<file path="src/rtl/dec_pkg.sv">
// Shared definitions for the one-hot decoder pipeline and its benches.
package dec_pkg;

  localparam int DEF_IN_W  = 2;
  localparam int DEF_CNT_W = 8;

  // Widest code the shared helper handles.
  localparam int ONEHOT_MAX_IN_W = 5;
  localparam int ONEHOT_MAX_W    = 2 ** ONEHOT_MAX_IN_W;

  // Occupancy of the main/skid register pair. The fourth encoding is illegal
  // and recovers to ST_EMPTY.
  typedef enum logic [1:0] {
    ST_EMPTY = 2'd0,
    ST_ONE   = 2'd1,
    ST_FULL  = 2'd2
  } state_e;

  // Reference one-hot of a code, zero-extended to the widest supported word.
  function automatic logic [ONEHOT_MAX_W-1:0] onehot_of(
    input logic [ONEHOT_MAX_IN_W-1:0] code
  );
    logic [ONEHOT_MAX_W-1:0] r;
    r = '0;
    r[code] = 1'b1;
    return r;
  endfunction

endpackage

</file>
<file path="src/rtl/onehot_decoder_pipe_if.sv">
// Input and output handshake bundle of the one-hot decoder pipeline.
interface onehot_decoder_pipe_if #(
  parameter int IN_W  = 2,
  parameter int CNT_W = 8
);
  localparam int OUT_W = 2 ** IN_W;

  logic             in_valid;
  logic             in_ready;
  logic [IN_W-1:0]  in_code;
  logic             out_valid;
  logic             out_ready;
  logic [OUT_W-1:0] out_onehot;
  logic [IN_W-1:0]  out_code;
  logic [CNT_W-1:0] dec_count;

  // Producer/consumer side (drives codes in, accepts words out).
  modport master (
    output in_valid, in_code, out_ready,
    input  in_ready, out_valid, out_onehot, out_code, dec_count
  );

  // Decoder side.
  modport slave (
    input  in_valid, in_code, out_ready,
    output in_ready, out_valid, out_onehot, out_code, dec_count
  );
endinterface

</file>
<file path="src/rtl/bin2onehot.sv">
// Purely combinational binary code to one-hot decoder.
module bin2onehot #(
  parameter int IN_W  = 2,
  parameter int OUT_W = 2 ** IN_W
) (
  input  logic [IN_W-1:0]  code,
  output logic [OUT_W-1:0] onehot
);

  // Set the single bit whose index equals the code.
  always_comb begin
    onehot = '0;
    for (int i = 0; i < OUT_W; i++) begin
      onehot[i] = (code == IN_W'(i));
    end
  end

endmodule

</file>
<file path="src/rtl/onehot_decoder_pipe.sv">
// Registered binary-to-one-hot decoder behind a 2-entry skid buffer, so that
// in_ready is a flop with no combinational path from out_ready. Also counts
// delivered words, saturating.
module onehot_decoder_pipe
  import dec_pkg::*;
#(
  parameter int IN_W  = DEF_IN_W,
  parameter int CNT_W = DEF_CNT_W
) (
  input logic                 clk,
  input logic                 rst,
  onehot_decoder_pipe_if.slave bus
);

  localparam int OUT_W = 2 ** IN_W;

  state_e           state_q, state_d;
  logic             in_ready_q;
  logic [IN_W-1:0]  main_code_q, skid_code_q;
  logic [CNT_W-1:0] cnt_q;
  logic [OUT_W-1:0] main_onehot;

  logic accept, deliver, out_valid;
  logic load_main_in, load_main_skid, load_skid;

  assign out_valid = (state_q == ST_ONE) || (state_q == ST_FULL);
  assign accept    = bus.in_valid && in_ready_q;
  assign deliver   = out_valid && bus.out_ready;

  // Next occupancy and which register loads from where.
  always_comb begin
    // NOTE: every output of this block gets a default first, so no path
    // through the case leaves a value unassigned and a latch is never inferred.
    state_d        = state_q;
    load_main_in   = 1'b0;
    load_main_skid = 1'b0;
    load_skid      = 1'b0;
    case (state_q)
      ST_EMPTY: begin
        if (accept) begin
          state_d      = ST_ONE;
          load_main_in = 1'b1;
        end
      end
      ST_ONE: begin
        if (accept && deliver) begin
          load_main_in = 1'b1;
        end else if (accept) begin
          state_d   = ST_FULL;
          load_skid = 1'b1;
        end else if (deliver) begin
          state_d = ST_EMPTY;
        end
      end
      ST_FULL: begin
        if (deliver) begin
          state_d        = ST_ONE;
          load_main_skid = 1'b1;
        end
      end
      default: state_d = ST_EMPTY;
    endcase
  end

  // Control state: occupancy, registered in_ready and the delivery counter.
  always_ff @(posedge clk or posedge rst) begin
    // NOTE: non-blocking assignments here, so every flop samples the values
    // from before this edge regardless of statement order.
    if (rst) begin
      state_q    <= ST_EMPTY;
      in_ready_q <= 1'b1;
      cnt_q      <= '0;
    end else begin
      state_q    <= state_d;
      in_ready_q <= (state_d != ST_FULL);
      if (deliver && (cnt_q != {CNT_W{1'b1}})) begin
        cnt_q <= cnt_q + 1'b1;
      end
    end
  end

  // Data registers: contents only matter while the occupancy says they are valid.
  always_ff @(posedge clk) begin
    // NOTE: no reset on the data path; outputs are gated by out_valid, so a
    // stale code after reset is never observable.
    if (load_main_in) begin
      main_code_q <= bus.in_code;
    end else if (load_main_skid) begin
      main_code_q <= skid_code_q;
    end
    if (load_skid) begin
      skid_code_q <= bus.in_code;
    end
  end

  bin2onehot #(
    .IN_W  (IN_W),
    .OUT_W (OUT_W)
  ) u_dec (
    .code   (main_code_q),
    .onehot (main_onehot)
  );

  assign bus.in_ready   = in_ready_q;
  assign bus.out_valid  = out_valid;
  assign bus.out_onehot = out_valid ? main_onehot : '0;
  assign bus.out_code   = out_valid ? main_code_q : '0;
  assign bus.dec_count  = cnt_q;

endmodule

</file>
<file path="src/flat_wrapper.sv">
// flat-port wrapper written by rule: the top's interface ports become plain ports
module onehot_decoder_pipe_flat import dec_pkg::*;
#(
  parameter int IN_W  = DEF_IN_W,
  parameter int CNT_W = DEF_CNT_W
)
  (clk, rst, bus_in_valid, bus_in_code, bus_out_ready, bus_in_ready, bus_out_valid, bus_out_onehot, bus_out_code, bus_dec_count);
  onehot_decoder_pipe_if #(.IN_W(IN_W), .CNT_W(CNT_W)) bus_i ();
  input logic clk;
  input logic rst;
  input wire logic [$bits(bus_i.in_valid)-1:0] bus_in_valid;
  input wire logic [$bits(bus_i.in_code)-1:0] bus_in_code;
  input wire logic [$bits(bus_i.out_ready)-1:0] bus_out_ready;
  output wire logic [$bits(bus_i.in_ready)-1:0] bus_in_ready;
  output wire logic [$bits(bus_i.out_valid)-1:0] bus_out_valid;
  output wire logic [$bits(bus_i.out_onehot)-1:0] bus_out_onehot;
  output wire logic [$bits(bus_i.out_code)-1:0] bus_out_code;
  output wire logic [$bits(bus_i.dec_count)-1:0] bus_dec_count;
  assign bus_i.in_valid = bus_in_valid;
  assign bus_i.in_code = bus_in_code;
  assign bus_i.out_ready = bus_out_ready;
  assign bus_in_ready = bus_i.in_ready;
  assign bus_out_valid = bus_i.out_valid;
  assign bus_out_onehot = bus_i.out_onehot;
  assign bus_out_code = bus_i.out_code;
  assign bus_dec_count = bus_i.dec_count;
  onehot_decoder_pipe #(.IN_W(IN_W), .CNT_W(CNT_W)) u_core (.clk(clk), .rst(rst), .bus(bus_i));
endmodule
</file>
<file path="config.mk">
export PLATFORM = sky130hd
export DESIGN_NAME = onehot_decoder_pipe_flat
export DESIGN_NICKNAME = d
export VERILOG_FILES = /design/src/rtl/dec_pkg.sv /design/src/rtl/onehot_decoder_pipe_if.sv /design/src/rtl/bin2onehot.sv /design/src/rtl/onehot_decoder_pipe.sv /design/src/flat_wrapper.sv
export SDC_FILE = /design/constraint.sdc
export NUM_CORES = 1
export LEC_CHECK = 0
export CORE_MARGIN = 4
export CORE_UTILIZATION = 30
export CTS_CLUSTER_DIAMETER = 120
export DETAILED_ROUTE_END_ITERATION = 16
export GPL_ROUTABILITY_DRIVEN = 0
export PLACE_DENSITY = 0.63
export SLEW_MARGIN = 20
export SYNTH_ARGS = -nofsm -noshare
export SYNTH_HDL_FRONTEND = slang
export SYNTH_SLANG_ARGS = --single-unit
</file>
<file path="constraint.sdc">
create_clock -name clk -period 4.3 [get_ports clk]
set_clock_uncertainty 0.15 [all_clocks]
set_input_delay 0.86 -clock clk [delete_from_list [all_inputs] [get_ports clk]]
set_output_delay 0.86 -clock clk [all_outputs]
set_load 0.02 [all_outputs]
</file>
# == Word-level counts from Yosys, hierarchy flattened ==
# Index checks and enable logic that the tools add are counted.
# op_classes
shifts,0
muxes,17
add_sub_neg,1
reduce_logical,8
n_mul,0
eq_ne,7
magnitude_cmp,0
bitwise,0
div,0
# op_table
cell,count
2-bit 2-to-1 mux,8
8-bit by 1-bit adder with 8-bit output (second input constant),1
8-bit inequality test (second input constant),1
2-bit equality test (second input constant),3
1-bit 2-to-1 mux,6
2-bit one-hot mux with 3 select lines,1
2-bit by 1-bit equality test with 1-bit output (second input constant),2
1-bit logical AND,4
2-bit zero test,2
4-bit 2-to-1 mux,1
2-bit inequality test (second input constant),1
1-bit one-hot mux with 2 select lines,1
2-bit nonzero test,1
1-bit logical OR,1
# word_totals
ram_bits,0
output_inout_bits,16
reg_bits,15
input_bits,6
romBits,0
mem_count,0
latchBits,0
elab_cells,38

# == Logic depth before layout (Yosys ltp) ==
# Gate-level depths: netlist of the first run.
# depth
word_depth,8
mapped_depth,7
mapped_depth_nobuf,6

# == Cells and area by module ==
# Synthesis of the first run repeated with hierarchy kept, for this count alone.
# unflattened
hier_cells,74
hier_area_um2,868.3
# by_module_without_submodules
module,seq_area_each_um2,cells_per_inst,n_inst,area_per_inst_um2
onehot_decoder_pipe,396.6,70,1,842.1
bin2onehot,0.0,4,1,26.3

# == Least setup slack after synthesis of the first run ==
# No wires, ideal clock.
# synth_path
kind,flip-flop to output port
from,reg u_core.state_q[1]
to,out bus_out_onehot[2]
stages_incl_launch_ff,5
required_time_ps,3290
arrival_ps,1509
setup_slack_ps,1781
path_buffers,0
path_cell_list,dfrtp_1 inv_1 ha_1 and2_2 nor2b_1
# synth_via
elab_chain_len,3
elab_cells_between_ends,4
cone_classes,eq/ne (2); mux (1); reduce/logical (1)
# synth_rtl
item,line,text
start: declaration,onehot_decoder_pipe.sv:17,"state_e state_q, state_d;"
start signal: assignment,onehot_decoder_pipe.sv:74,state_q <= state_d;
2-bit by 1-bit equality test with 1-bit output or 2-bit equality test (tied branches),onehot_decoder_pipe.sv:26,assign out_valid = (state_q == ST_ONE) || (state_q == ST_FULL);
1-bit logical OR *,onehot_decoder_pipe.sv:26,
named net bus_out_valid,flat_wrapper.sv:15,output wire logic [$bits(bus_i.out_valid)-1:0] bus_out_valid;
4-bit 2-to-1 mux *,onehot_decoder_pipe.sv:106,assign bus.out_onehot = out_valid ? main_onehot : '0;
end: declaration,flat_wrapper.sv:16,output wire logic [$bits(bus_i.out_onehot)-1:0] bus_out_onehot;
# Mark *: on every way through the listed nets, which the timed path passes. The rest lies on a longest branch.

# == Worst setup path after layout of the first run ==
# layout_path
from,reg u_core.state_q[1]
to,out bus_out_onehot[2]
# layout_via
elab_chain_len,3
elab_cells_between_ends,4
cone_classes,eq/ne (2); mux (1); reduce/logical (1)
# layout_rtl
item,line
2-bit by 1-bit equality test with 1-bit output or 2-bit equality test (tied branches),onehot_decoder_pipe.sv:26
1-bit logical OR *,onehot_decoder_pipe.sv:26
4-bit 2-to-1 mux *,onehot_decoder_pipe.sv:106
# Mark *: on every way between the ends. The rest lies on a longest branch, timed or not.

==> results.txt, run 1 <==
total power -> 0.822 mW
initial antenna violation count -> 0
post-synthesis xor/xnor area fraction -> 0.0634
die area -> 3670 µm²
length of the first detailed-routing pass in iterations -> 4
CP Data Required Time -> 3290 ps
number of diodes -> 0
Die Wd -> 60.5 µm
setup TNS -> 0 ps
Hold WC Path Type -> reg -> reg
reg-to-reg setup timing slack -> 2040 ps
worst reg2reg startpoint -> u_core.state_q[1]
Max Cap Violations -> 0
status -> complete, no violations
Tmin final -> 3080 ps
DR vias/cell -> 4.94
CP cell instances -> inv_1 -> ha_1 -> and2_2 -> nor2b_1 -> clkdlybuf4s50_1
vias -> 623
min-delay src -> u_core.bus.dec_count[5]
YS warnings -> 0
Adder-Cell Fraction of Synth Area -> 0.0891
GR Overflow Total -> 0
CORE AREA -> 2540 µm²
CP max stage delay -> 610 ps
register area share after synthesis -> 0.479
Worst Max-Slew Pin Slew -> 414 ps
pins over their slew limit -> 0
VDD IR-drop max -> 0.384 mV
first-iteration detailed-routing DRC count -> 15
post-synthesis compound-gate area fraction -> 0.131
arrival time worst endpoint -> 2070 ps
Rows -> 18
global-route usage over all layers -> 0.102
share of layout cells above drive strength 1 -> 0.156
Pleak -> 0.451 nW
pwr/cell area -> 754 nW/µm²
Routed WL per cell -> 13.1 µm
crit path max-delay cell type -> clkdlybuf4s50_1
final setup fails -> 0
Tcrit/Tclk final -> 0.717
main combinational cell family by area after synthesis -> simple AND/OR/NAND/NOR gates
Die Span Y -> 60.5 µm
total setup buffers inserted after CTS -> 0
CP endpoint kind -> output port
PostCTS Resize Cnt -> 0
post-synthesis cell area -> 828 µm²
worst setup path class -> reg -> out
hold depth -> 1
clk buf depth -> 2
Root Driver -> clkbuf_4
remaining antenna violation count -> 0
Hold Path End -> u_core.bus.dec_count[5]
reg2reg path depth -> 6
clk sinks -> 15
Cell variety after synth -> 32
Post-DP HPWL -> 1.31 mm
simple-gate share of the synthesized area -> 0.165
CTS tree -> yes
Synth Area per Inst -> 11.5 µm²
TritonCTS buffer count -> 3
CP Max Fanout -> 8
H-Tree Level Count -> 1
CP Launch Type -> register
mux share of post-synthesis cell area -> 0.0408
Seq cells post-synth -> 15
Max-slew headroom -> 0.724
first-pass GRT wire length -> 2.82 mm
Initial Util -> 0.325
Clock transition at path regs -> 80 ps
Fill cells -> 267
hold_buf cts -> 0
vias in the first global route -> 644
total wire length -> 1.65 mm
final hold viol count -> 0
RSZ-0062 raised after global routing -> false
Mapped Cells -> 72
Area Growth Syn to Fin -> 31.7%
Top Ports -> 22
largest net degree at the start of global routing -> 12
IO buf count -> 21
FMAX -> 324 MHz
r2r endpoint -> u_core.main_code_q[0]
latest clock arrival within the worst-skew pair -> 280 ps
Final nets -> 108
DRC errors left -> 0
Mapped Nets -> 83
-- cell type report --
cell class / instances / area, µm² / area share
Clock buffer: 4 / 26.3 / 0.0241
Inverter: 4 / 15.0 / 0.0138
Multi-Input combinational cell: 52 / 405 / 0.372
Sequential cell: 15 / 397 / 0.364
Tap cell: 30 / 37.5 / 0.0344
Timing Repair Buffer: 21 / 210 / 0.193
-- state kept, by name (all words and copies together) (netlist names) --
name                  cells
u_core.state_q            2
u_core.skid_code_q        2
u_core.bus.dec_count      8
u_core.main_code_q        2
u_core.bus.in_ready       1
-- synthesized netlist by cell type, drive strengths merged --
library cell | instances | area (µm²)
a211oi | 1 | 7.51
a21o | 1 | 7.51
a21oi | 2 | 10.0
a22oi | 1 | 7.51
a32o | 1 | 10.0
a41oi | 2 | 17.5
and2 | 3 | 21.3
and3 | 2 | 13.8
and3b | 1 | 10.0
buf | 1 | 11.3
dfrtp | 10 | 250
dfstp | 1 | 26.3
edfxtp | 4 | 120
ha | 5 | 62.6
inv | 4 | 15.0
maj3 | 1 | 11.3
mux2 | 3 | 33.8
nand2 | 4 | 15.0
nand3 | 3 | 15.0
nand4 | 1 | 6.26
nor2 | 3 | 11.3
nor2b | 1 | 6.26
nor3 | 3 | 15.0
nor3b | 2 | 15.0
o21ai | 2 | 17.5
o31ai | 2 | 15.0
o32ai | 1 | 16.3
or2b | 1 | 7.51
xnor2 | 3 | 26.3
xor2 | 3 | 26.3
-- power by group --
| group | total (mW) | internal (mW) | switching (mW) | leakage, nW |
|---|---|---|---|---|
| Clock | 0.0766 | 0.0360 | 0.0406 | 0.0150 |
| Combinational | 0.485 | 0.235 | 0.250 | 0.261 |
| Sequential | 0.261 | 0.205 | 0.0556 | 0.175 |
-- kinds of logic after synthesis --
logic type,Yosys count
adders and majority gates,6
xor gates and xnor gates,6
muxes,3
buffers and inverters,5
DFF,15
and+or+nand+nor,24
AOI/OAI and AO/OA,13
-- worst max-delay path, delay by kind of cell (launching register included) --
kind,cells,cell delay (ps)
adders and majority gates,1,400
DFF,1,380
and+or+nand+nor,2,300
buffers and inverters,2,720
-- how the worst max path moves through the flow --
stage / startpoint / to / slack [ps]
2_1_floorplan: u_core.state_q[1] / bus_out_onehot[2] / 1780
3_3_place_gp: u_core.state_q[1] / bus_out_onehot[2] / 1530
3_5_place_dp: u_core.state_q[1] / bus_out_onehot[2] / 1510
4_1_cts: u_core.state_q[1] / bus_out_onehot[2] / 1200
5_1_grt: u_core.state_q[1] / bus_out_onehot[2] / 1030
6_report: u_core.state_q[1] / bus_out_onehot[2] / 1220
-- per-layer routing --
| metal | share of wire | track usage | vias up |
|---|---|---|---|
| met4 | 0.0049 | 0.0464 | 0 |
| met2 | 0.45 | 0.157 | 21 |
| met3 | 0.083 | 0.0277 | 2 |
| met5 | 0 | 0 | - |
| li1 | - | - | 311 |
| met1 | 0.46 | 0.134 | 289 |
-- placed cells by master (no fill, tap or decap), drive strengths merged --
| master | n |
|---|---|
| a211oi | 1 |
| and3 | 2 |
| edfxtp | 4 |
| nand2 | 4 |
| nor2 | 3 |
| a32o | 1 |
| clkdlybuf4s50 | 21 |
| nand4 | 1 |
| nor3 | 3 |
| dfrtp | 10 |
| nand3 | 3 |
| maj3 | 1 |
| nor2b | 1 |
| xor2 | 3 |
| a41oi | 2 |
| o21ai | 2 |
| inv | 4 |
| nor3b | 2 |
| a22oi | 1 |
| or2b | 1 |
| ha | 5 |
| o32ai | 1 |
| a21o | 1 |
| o31ai | 2 |
| dfstp | 1 |
| and3b | 1 |
| and2 | 3 |
| xnor2 | 3 |
| mux2 | 3 |
| clkbuf | 4 |
| a21oi | 2 |
-- metrics by stage --
| step | area [µm²] | setup slack [ps] | util | instances | hold WS [ps] |
|---|---|---|---|---|---|
| after global routing | 1090 | 1030 | 0.429 | 126 | 431 |
| after detailed placement | 1060 | 1510 | 0.418 | 122 | 381 |
| final | 1090 | 1220 | 0.429 | 126 | 394 |
| after global placement | 1060 | 1530 | 0.418 | 122 | 358 |
| after CTS | 1090 | 1200 | 0.429 | 126 | 396 |
| after floorplan | 828 | 1780 | - | 72 | 375 |
Note: power is estimated with default switching activity, not from simulation.
==> inputs of run 2 (changes only) <==
- PLACE_DENSITY: 0.63 -> 0.65
- clock period: 4.3 -> 2.8 ns (I/O delays scaled with it)
==> results.txt, run 2 (synthesis gave the netlist of run 1 again) <==
status -> complete, no violations
number of diodes -> 0
crit path max-delay cell type -> clkdlybuf4s50_1
CP Data Required Time -> 2090 ps
CTS tree -> yes
first-pass GRT wire length -> 2.92 mm
clk sinks -> 15
first-iteration detailed-routing DRC count -> 15
CP Max Fanout -> 8
CORE AREA -> 2540 µm²
vias in the first global route -> 656
Area Growth Syn to Fin -> 32.6%
Max Cap Violations -> 0
most frequent cells in the layout -> 19 x clkdlybuf4s50_1, 10 x dfrtp_1
Fill cells -> 258
Root Driver -> clkbuf_4
Die Wd -> 60.5 µm
setup TNS -> 0 ps
arrival time worst endpoint -> 1930 ps
Post-DP HPWL -> 1.28 mm
Final nets -> 108
hold_buf cts -> 0
CP max stage delay -> 590 ps
crit path from -> u_core.state_q[1]
Die Span Y -> 60.5 µm
PostCTS Resize Cnt -> 0
Worst Max-Slew Pin Slew -> 405 ps
VDD IR-drop max -> 0.582 mV
Hold WC Path Type -> reg -> reg
dpl ws -> 341 ps
pins over their slew limit -> 0
initial antenna violation count -> 0
total wire length -> 1.66 mm
most common cell after layout, fill and taps aside -> clkdlybuf4s50_1
DR vias/cell -> 5.13
worst path bufs/invs -> 2
final setup fails -> 0
TritonCTS buffer count -> 3
Routed WL per cell -> 13.1 µm
final hold viol count -> 0
Top Ports -> 22
CP endpoint kind -> output port
Rows -> 18
Max-slew headroom -> 0.728
worst reg2reg startpoint -> u_core.state_q[1]
H-Tree Level Count -> 1
GR Overflow Total -> 0
FMAX -> 379 MHz
Clock transition at path regs -> 80 ps
pwr/cell area -> 1160 nW/µm²
global-route usage over all layers -> 0.105
latest clock arrival within the worst-skew pair -> 280 ps
remaining antenna violation count -> 0
largest net degree at the start of global routing -> 12
vias -> 646
die area -> 3670 µm²
DRC errors left -> 0
min-delay src -> u_core.bus.dec_count[5]
Initial Util -> 0.325
length of the first detailed-routing pass in iterations -> 4
post-route setup slack -> 160 ps
share of layout cells above drive strength 1 -> 0.167
Pleak -> 0.483 nW
CP Launch Type -> register
Tcrit/Tclk final -> 0.943
Tmin final -> 2640 ps
RSZ-0062 raised after global routing -> false
IO buf count -> 21
worst setup path class -> reg -> out
delay-heaviest family, CP -> buffers and inverters
total setup buffers inserted after CTS -> 0
Largest register FFs -> 8
CP cell instances -> inv_1 -> ha_2 -> and3b_2 -> clkdlybuf4s50_1
clk buf depth -> 2
## run 2: cell count changes in the layout (fill, tap and decap cells not counted), sizes merged
cell / change
dlymetal6s2s: +2
clkdlybuf4s50: -2
## run 2: through the flow
stage | total power, mW | hold WS [ps] | utilization | cells | area [µm²]
finish | 1.27 | 401 | 0.432 | 126 | 1100
global route | 1.38 | 433 | 0.432 | 126 | 1100
CTS | 1.28 | 404 | 0.429 | 126 | 1090
detailed placement | 1.15 | 381 | 0.418 | 122 | 1060
global placement | 1.14 | 375 | 0.418 | 122 | 1060
floorplan | 0.888 | 262 | - | 72 | 828
## run 2: path summary, 6_finish.rpt
path / endpoint / slack (ps) / cells past startpoint
setup reg to reg: u_core.main_code_q[1] / 600 / 6
setup / recovery: bus_out_onehot[1] / 160 / 4
hold / removal: u_core.bus.dec_count[5] / 400 / 1
hold reg to reg: u_core.bus.dec_count[5] / 400 / 1
min in group asynchronous: u_core.bus.dec_count[4] / 410 / 2
max in group asynchronous: u_core.bus.in_ready / 1760 / 2
## run 2: area by class of cell
cell class | count | area, µm² | share of cell area
tap | 30 | 37.5 | 0.0342
multi-input combinational | 52 | 408 | 0.371
clock buffer | 4 | 26.3 | 0.0239
sequential | 15 | 397 | 0.361
inverter | 4 | 15.0 | 0.0137
timing repair buffer | 21 | 215 | 0.196
## run 2: metal layers
layer,vias up,wire [µm],track usage,share of wire
met5,-,0,0,0
met4,0,19,0.0372,0.011
met3,3,149,0.0277,0.090
met2,30,767,0.170,0.46
met1,305,720,0.136,0.43
li1,308,-,-,-
## run 2: where the power goes
part / leakage (nW) / internal (mW) / switching (mW)
clock: 0.0150 / 0.0553 / 0.0656
combinational: 0.294 / 0.364 / 0.382
sequential: 0.175 / 0.315 / 0.0866
## run 2: worst register-to-register path: cells and delay by family, from the launching register on
| kind | cells | cell delay (ps) |
|---|---|---|
| AO/OA/AOI/OAI | 1 | 100 |
| adder cells (fa/ha/maj) | 1 | 400 |
| buffers and inverters | 1 | 100 |
| flip-flops | 1 | 370 |
| multiplexers | 1 | 360 |
| AND/OR/NAND/NOR | 2 | 470 |
==> inputs of run 3 (changes only) <==
- RECOVER_POWER: unset -> 100
==> results.txt, run 3 (synthesis gave the netlist of run 1 again) <==
GR Overflow Total -> 0
pins over their slew limit -> 0
FMAX -> 380 MHz
reg-to-reg setup timing slack -> 560 ps
CP endpoint kind -> output port
DR vias/cell -> 5.05
Hold WC Path Type -> reg -> reg
CP Data Required Time -> 2090 ps
total power -> 1.22 mW
remaining antenna violation count -> 0
Max Cap Violations -> 0
hold_buf cts -> 0
Pleak -> 0.455 nW
first-iteration detailed-routing DRC count -> 18
H-Tree Level Count -> 1
total wire length -> 1.63 mm
status -> complete, no violations
Tcrit/Tclk final -> 0.941
Die Wd -> 60.5 µm
hold depth -> 1
most frequent cells in the layout -> 13 x dlygate4sd3_1, 10 x dfrtp_1, 6 x clkdlybuf4s50_1
Largest register FFs -> 8
Die Span Y -> 60.5 µm
initial antenna violation count -> 0
die area -> 3670 µm²
RSZ-0062 raised after global routing -> false
CP Max Fanout -> 8
Fill cells -> 263
r2r endpoint -> u_core.main_code_q[1]
DR WL met3 -> 135 µm
Rows -> 18
global-route usage over all layers -> 0.105
Initial Util -> 0.325
share of layout cells above drive strength 1 -> 0.146
PostCTS Resize Cnt -> 0
Tmin final -> 2630 ps
length of the first detailed-routing pass in iterations -> 4
TritonCTS buffer count -> 3
clk sinks -> 15
highest metal used -> met4
fin util -> 0.423
arrival time worst endpoint -> 1920 ps
min-delay src -> u_core.bus.dec_count[5]
VDD IR-drop max -> 0.535 mV
routed wl met2 -> 765 µm
DRC errors left -> 0
Max-slew headroom -> 0.540
Routed WL per cell -> 13.0 µm
clk buf depth -> 2
Post-DP HPWL -> 1.28 mm
first-pass GRT wire length -> 2.92 mm
worst setup path class -> reg -> out
total setup buffers inserted after CTS -> 0
Worst Max-Slew Pin Slew -> 683 ps
Clock transition at path regs -> 80 ps
vias -> 636
Fin Hold WS -> 396 ps
Area Growth Syn to Fin -> 29.9%
number of diodes -> 0
reg2reg path depth -> 6
Final nets -> 108
worst reg2reg startpoint -> u_core.state_q[1]
CTS tree -> yes
Root Driver -> clkbuf_4
latest clock arrival within the worst-skew pair -> 280 ps
Top Ports -> 22
vias in the first global route -> 656
CORE AREA -> 2540 µm²
most common cell after layout, fill and taps aside -> dlygate4sd3_1
Layout Cells excl Fill -> 126
pwr/cell area -> 1140 nW/µm²
final setup fails -> 0
IO buf count -> 21
setup TNS -> 0 ps
final hold viol count -> 0
met1 wire length -> 721 µm
Hold Path End -> u_core.bus.dec_count[5]
CP Launch Type -> register
placed insts -> 122
largest net degree at the start of global routing -> 12
==> run 3: layout make-up <==
cell class                      count  area, µm²  area share
Multi-Input combinational cell     52        403       0.374
Timing Repair Buffer               21        198       0.184
Clock buffer                        4       26.3      0.0244
Sequential cell                    15        397       0.369
Inverter                            4       15.0      0.0140
Tap cell                           30       37.5      0.0349
==> run 3: how the worst max path moves through the flow <==
stage	start	endpoint	slack (ps)	depth (start not counted)
after floorplan	u_core.state_q[1]	bus_out_onehot[2]	580	4
after CTS	u_core.state_q[1]	bus_out_onehot[2]	20	5
final	u_core.state_q[1]	bus_out_onehot[1]	170	4
after global routing	u_core.state_q[1]	bus_out_onehot[3]	40	4
after detailed placement	u_core.state_q[1]	bus_out_onehot[2]	340	5
after global placement	u_core.state_q[1]	bus_out_onehot[2]	340	5
==> run 3: critical path: stages (launching register included) <==
cell             delay, ps
dfrtp_1                370
inv_1                  100
ha_2                   390
and3b_2                190
clkdlybuf4s50_1        590
==> run 3: routing by layer <==
layer | track usage | up-vias
li1 | - | 309
met1 | 0.136 | 304
met2 | 0.170 | 21
met3 | 0.0277 | 2
met4 | 0.0372 | 0
met5 | 0 | -
==> run 3: per-stage QoR <==
stage | setup slack (ps) | area [µm²]
finish | 166 | 1080
global route | 37.9 | 1080
CTS | 16.4 | 1090
detailed placement | 341 | 1060
global placement | 343 | 1060
floorplan | 581 | 828
==> run 3: power by group <==
group	switching, mW	internal [mW]
sequential	0.0834	0.315
combinational	0.380	0.326
clock	0.0643	0.0552
